`config.mk`:
```
export PLATFORM = sky130hd
export DESIGN_NAME = spi_slave_param
export DESIGN_NICKNAME = d
export VERILOG_FILES = /design/src/rtl/spi_slave_param.sv
export SDC_FILE = /design/constraint.sdc
export NUM_CORES = 1
export LEC_CHECK = 0
export CAP_MARGIN = 10
export CORE_UTILIZATION = 31
export DETAILED_ROUTE_END_ITERATION = 8
export DONT_BUFFER_PORTS = 1
export HOLD_SLACK_MARGIN = 0.03
export PLACE_DENSITY = 0.55
export SLEW_MARGIN = 20
export SYNTH_ARGS = -nofsm -noshare
export SYNTH_HDL_FRONTEND = slang
export SYNTH_SLANG_ARGS = --single-unit
```
`constraint.sdc`:
```
create_clock -name clk -period 5.9 [get_ports clk]
set_input_delay 0.59 -clock clk [delete_from_list [all_inputs] [get_ports clk]]
set_output_delay 0.59 -clock clk [all_outputs]
set_load 0.005 [all_outputs]
```
`src/rtl/spi_slave_param.sv`:
```
// spi_slave_param: SPI slave front-end for the SPI-to-RAM wrapper.
// Deserialises CMD_W+DATA_W bit frames from the master into rx_data with a
// one-cycle rx_valid strobe, serialises RAM read data on MISO after the
// tx_valid handshake, tracks a pending read address and flags aborted frames.
module spi_slave_param #(
  parameter int DATA_W    = 8,
  parameter int CMD_W     = 2,
  parameter int MSB_FIRST = 1
) (
  input  logic                    clk,
  input  logic                    rst,
  input  logic                    SS_n,
  input  logic                    MOSI,
  output logic                    MISO,
  output logic [CMD_W+DATA_W-1:0] rx_data,
  output logic                    rx_valid,
  input  logic [DATA_W-1:0]       tx_data,
  input  logic                    tx_valid,
  output logic                    rd_addr_pending,
  output logic                    frame_err
);

  localparam int FRAME_W = CMD_W + DATA_W;
  localparam int CNT_W   = $clog2(FRAME_W + 1);

  // Counter value seen on the edge that samples the last frame bit, and the
  // value reached once the last TX bit has been held for a full cycle.
  localparam logic [CNT_W-1:0] RX_LAST = CNT_W'(FRAME_W - 1);
  localparam logic [CNT_W-1:0] TX_LAST = CNT_W'(DATA_W);
  localparam logic [CNT_W-1:0] CNT_ONE = CNT_W'(1);

  typedef enum logic [2:0] {
    IDLE,
    CHK_CMD,
    WRITE,
    READ_ADD,
    READ_DATA,
    WAIT_TX,
    SEND,
    DONE
  } state_t;

  state_t             state;
  state_t             next_state;
  logic [FRAME_W-1:0] rx_shift;
  logic [FRAME_W-1:0] rx_shift_next;
  logic [DATA_W-1:0]  tx_shift;
  logic [CNT_W-1:0]   bit_cnt;

  // Per-edge control decisions produced by the next-state logic.
  logic shift_in;   // sample MOSI into the RX shifter
  logic rx_done;    // this edge samples the final frame bit
  logic abort;      // SS_n rose before the frame/transmission completed
  logic tx_load;    // tx_valid accepted: load shifter, drive first bit
  logic tx_step;    // drive the next TX bit

  // Insert one received bit; MSB-first fills from the right so bit 1 ends up
  // at the top, LSB-first fills from the left so bit 1 ends up at bit 0.
  function automatic logic [FRAME_W-1:0] rx_insert(input logic [FRAME_W-1:0] cur,
                                                   input logic              bit_in);
    if (MSB_FIRST != 0) begin
      return {cur[FRAME_W-2:0], bit_in};
    end else begin
      return {bit_in, cur[FRAME_W-1:1]};
    end
  endfunction

  // Bit of a TX word that goes out next on MISO.
  function automatic logic tx_head(input logic [DATA_W-1:0] word);
    if (MSB_FIRST != 0) begin
      return word[DATA_W-1];
    end else begin
      return word[0];
    end
  endfunction

  // Drop the bit just sent so the following one becomes the head.
  function automatic logic [DATA_W-1:0] tx_advance(input logic [DATA_W-1:0] word);
    if (MSB_FIRST != 0) begin
      return {word[DATA_W-2:0], 1'b0};
    end else begin
      return {1'b0, word[DATA_W-1:1]};
    end
  endfunction

  assign rx_shift_next = rx_insert(rx_shift, MOSI);

  // State register.
  always_ff @(posedge clk or posedge rst) begin
    if (rst) begin
      state <= IDLE;
    end else begin
      state <= next_state;
    end
  end

  // Next-state and per-edge control; frame completion outranks SS_n rising.
  always_comb begin
    next_state = state;
    shift_in   = 1'b0;
    rx_done    = 1'b0;
    abort      = 1'b0;
    tx_load    = 1'b0;
    tx_step    = 1'b0;
    case (state)
      IDLE: begin
        if (!SS_n) begin
          next_state = CHK_CMD;
        end
      end
      CHK_CMD: begin
        if (SS_n) begin
          abort      = 1'b1;
          next_state = IDLE;
        end else begin
          shift_in = 1'b1;
          if (!MOSI) begin
            next_state = WRITE;
          end else if (rd_addr_pending) begin
            next_state = READ_DATA;
          end else begin
            next_state = READ_ADD;
          end
        end
      end
      WRITE, READ_ADD, READ_DATA: begin
        if (bit_cnt == RX_LAST) begin
          shift_in   = 1'b1;
          rx_done    = 1'b1;
          next_state = (state == READ_DATA) ? WAIT_TX : DONE;
        end else if (SS_n) begin
          abort      = 1'b1;
          next_state = IDLE;
        end else begin
          shift_in = 1'b1;
        end
      end
      WAIT_TX: begin
        if (SS_n) begin
          abort      = 1'b1;
          next_state = IDLE;
        end else if (tx_valid) begin
          tx_load    = 1'b1;
          next_state = SEND;
        end
      end
      SEND: begin
        if (bit_cnt == TX_LAST) begin
          next_state = DONE;
        end else if (SS_n) begin
          abort      = 1'b1;
          next_state = IDLE;
        end else begin
          tx_step = 1'b1;
        end
      end
      DONE: begin
        if (SS_n) begin
          next_state = IDLE;
        end
      end
      default: begin
        next_state = IDLE;
      end
    endcase
  end

  // Receive path: shifter, completed-frame register and status strobes.
  always_ff @(posedge clk or posedge rst) begin
    if (rst) begin
      rx_shift        <= '0;
      rx_data         <= '0;
      rx_valid        <= 1'b0;
      frame_err       <= 1'b0;
      rd_addr_pending <= 1'b0;
    end else begin
      rx_valid  <= rx_done;
      frame_err <= abort;
      if (next_state == IDLE) begin
        rx_shift <= '0;
      end else if (shift_in) begin
        rx_shift <= rx_shift_next;
      end
      if (rx_done) begin
        rx_data <= rx_shift_next;
        if (state == READ_ADD) begin
          rd_addr_pending <= 1'b1;
        end else if (state == READ_DATA) begin
          rd_addr_pending <= 1'b0;
        end
      end
    end
  end

  // Shared bit counter: frame bits while receiving, sent bits while sending.
  always_ff @(posedge clk or posedge rst) begin
    if (rst) begin
      bit_cnt <= '0;
    end else if (next_state == IDLE) begin
      bit_cnt <= '0;
    end else if (tx_load) begin
      bit_cnt <= CNT_ONE;
    end else if (shift_in || tx_step) begin
      bit_cnt <= bit_cnt + CNT_ONE;
    end
  end

  // Transmit path: MISO is registered and idles at 0 outside SEND.
  always_ff @(posedge clk or posedge rst) begin
    if (rst) begin
      tx_shift <= '0;
      MISO     <= 1'b0;
    end else begin
      if (tx_load) begin
        MISO     <= tx_head(tx_data);
        tx_shift <= tx_advance(tx_data);
      end else if (tx_step) begin
        MISO     <= tx_head(tx_shift);
        tx_shift <= tx_advance(tx_shift);
      end else begin
        MISO <= 1'b0;
        if (next_state == IDLE) begin
          tx_shift <= '0;
        end
      end
    end
  end

endmodule

```
==> flow_summary.json <==
{
  "postRouteAntennaNets": 0,
  "io_pins": 27,
  "drt_iter0_markers": 98,
  "ys_seq_area_frac": 0.5024,
  "fp.coreArea_um2": 5608,
  "clock_skew_ns": 0.009361,
  "p_leak_nw": 0.9701,
  "synth_area_leaders": "dfrtp_1 50%, nand2_1 8.1%, mux2i_1 4.9%",
  "ys_warn_count": 0,
  "cp-start-kind": "flop",
  "regArea_um2": 925.9,
  "grt_remaining_overflow": 0,
  "grtUsageTotal": 0.1320,
  "outcome": "finished clean",
  "maxCapViolCount": 0,
  "die_x_um": 79.11,
  "diodes": 0,
  "ctsHoldBuffers": 0,
  "vdd_drop_max_uv": 119.7,
  "critPathSlowestCell": "nor3_4",
  "cts-root-buf": "clkbuf_8",
  "rsz0062_at_grt": "false",
  "rows": 27,
  "critPathCaptureType": "flop",
  "crit_fanout": 15,
  "post-cts-setup-buffer-count": 0,
  "dieArea_um2": 6258,
  "synth_fp_nets": 196,
  "io_buffers": 0,
  "grt_max_degree": 38,
  "clkSinkCount": 37,
  "clock_latency_ns": 0.29,
  "die_y_um": 79.11,
  "hp-class": "primary input to async pin",
  "crit_arrival_ns": 2.56,
  "powerDensity_nw_per_um2": 335.2,
  "nFillCells": 597,
  "layout-area-overhead-vs-synth_pct": 8.147,
  "htreeDepth": 2,
  "yosys.area.top_type": "dfrtp_1",
  "clk_pin_slew_ns": 0.07,
  "drive_gt1_frac": 0.1264,
  "synthCells": 180,
  "maxSlewViolCount": 0,
  "synth_cell_types": 42,
  "max_stage_delay_ns": 0.58,
  "cp_cell_sequence": "inv_1, ha_1, and3b_1, nor3_4, a21oi_2, or3_1, a211oi_2",
  "initial_core_util": 0.3286,
  "gp_congestion": 0.7198,
  "post_cts_resized": 0,
  "dp_cells": 246,
  "relSlewSlack": 0.5607,
  "fin_tns_setup_ns": 0,
  "vias_per_cell": 5.063,
  "crit_type": "flop to flop",
  "antenna_found_initial": 0,
  "wl_per_cell_um": 14.50,
  "synth_area_um2": 1843,
  "grt_pass1_vias": 1299,
  "finalSetupViolCount": 0,
  "multiInputGateArea_um2": 839.6,
  "clk_path_buf_depth": 2,
  "finalNonFillerCells": 254,
  "via_count": 1286,
  "grt_pass1_wl_mm": 6.375,
  "fmax_ghz": 0.4252,
  "drc_errors": 0,
  "finalNetCount": 197,
  "syn_avg_cell_area_um2": 10.24,
  "synth_top_area_share": 0.5024,
  "worst_pin_slew_ns": 0.6569,
  "cts_tree": "built",
  "fin_crit_sh": 0.3987,
  "cts_buffers": 5,
  "routed_wl_mm": 3.684,
  "hold_violations": 0,
  "dr.pass1.iters": 4,
  "required_ns": 6.10,
  "dp_hpwl_mm": 2.477,
  "fin_crit_ns": 2.352,
  "ys_ff_latch": 37
}
[Yosys cell counts (all sizes together)]
| master | number |
|---|---|
| a211o | 2 |
| a211oi | 3 |
| a21boi | 1 |
| a21o | 2 |
| a21oi | 4 |
| a221o | 1 |
| a22o | 2 |
| a22oi | 6 |
| a31oi | 1 |
| and3 | 1 |
| and3b | 2 |
| buf | 5 |
| clkbuf | 3 |
| clkinv | 1 |
| dfrtp | 37 |
| ha | 3 |
| inv | 6 |
| mux2 | 1 |
| mux2i | 9 |
| nand2 | 40 |
| nand2b | 3 |
| nand3 | 3 |
| nand3b | 3 |
| nor2 | 11 |
| nor2b | 4 |
| nor3 | 3 |
| nor4bb | 1 |
| o211ai | 1 |
| o21ai | 9 |
| o31a | 1 |
| o31ai | 6 |
| or3 | 2 |
| or3b | 1 |
| xnor2 | 2 |
[critical path: cells and delay by family (launching register included)]
kind                       cells  cell delay, ns
DFF                            1            0.40
buffers and inverters          1            0.08
adders and majority gates      1            0.21
and+or+nand+nor                3            1.22
AOI/OAI and AO/OA              2            0.37
[layer usage]
metal / vias to the layer above / global-route usage / part of all wire
met4: 0 / 0.05455 / 0.019
met5: - / 0 / 0
met1: 632 / 0.1800 / 0.48
met2: 25 / 0.1905 / 0.45
li1: 622 / - / -
met3: 7 / 0.04368 / 0.054
[final timing paths]
kind                              from          end  slack, ns  depth (start not counted)
max                         bit_cnt[0]   bit_cnt[3]       3.55                          7
min                                rst         MISO       0.30                          2
max reg2reg                 bit_cnt[0]   bit_cnt[3]       3.55                          7
min reg2reg                rx_shift[8]   rx_data[9]       0.48                          2
max in group asynchronous          rst  rx_shift[1]       5.26                          2
min in group clk                  SS_n    frame_err       0.43                          1
[through the flow]
step / setup slack, ns / util / power, mW / cell area [um^2] / hold WS, ns
floorplan: 4.006 / - / 0.4643 / 1843 / 0.4385
global placement: 3.607 / 0.3382 / 0.4870 / 1897 / 0.4674
CTS: 3.538 / 0.3554 / 0.6787 / 1993 / 0.3166
global route: 3.379 / 0.3554 / 0.7123 / 1993 / 0.3423
finish: 3.548 / 0.3554 / 0.6681 / 1993 / 0.3038
detailed placement: 3.560 / 0.3382 / 0.4868 / 1897 / 0.4625
[area by class of cell]
type                            count  share of cell area
Timing Repair Buffer                2            0.007533
Tap cell                           72             0.04520
Clock inverter                      2            0.006905
Clock buffer                        6             0.04143
Inverter                            7             0.01318
Multi-Input combinational cell    128              0.4212
Sequential cell                    37              0.4645
[where the power goes]
group | total [mW] | switching (mW) | internal, mW
combinational | 0.175 | 0.104 | 0.0710
clock | 0.188 | 0.0934 | 0.0947
sequential | 0.305 | 0.0335 | 0.272
[cells by family (layout without fill, tap and decap cells)]
| logic type | after synthesis | count (layout) | synth area share |
|---|---|---|---|
| xor+xnor | 2 | 2 | 0.009506 |
| compound gates | 39 | 39 | 0.1690 |
| flops | 37 | 37 | 0.5024 |
| buf+inv | 15 | 17 | 0.04209 |
| simple gates | 74 | 74 | 0.2016 |
| fa+ha+maj | 3 | 3 | 0.02037 |
| mux | 10 | 10 | 0.05499 |
[registers in the layout, summed over array words and instances, names as in the netlist]
register         count
rx_shift             9
rd_addr_pending      1
state                3
rx_data             10
tx_shift             7
bit_cnt              4
rx_valid             1
MISO                 1
frame_err            1
[cells in the final DEF, fill, tap and decap left out, drive strengths merged]
master,count
nand2,40
dfrtp,37
nor2,11
mux2i,9
o21ai,9
inv,6
a22oi,6
o31ai,6
clkbuf,6
nor2b,4
a21oi,4
nand2b,3
nand3,3
ha,3
a211oi,3
nand3b,3
nor3,3
clkinv,3
a22o,2
a211o,2
and3b,2
a21o,2
xnor2,2
or3,2
buf,2
nor4bb,1
mux2,1
or3b,1
a31oi,1
o211ai,1
and3,1
a221o,1
a21boi,1
o31a,1
(Power assumes the default switching activity.)
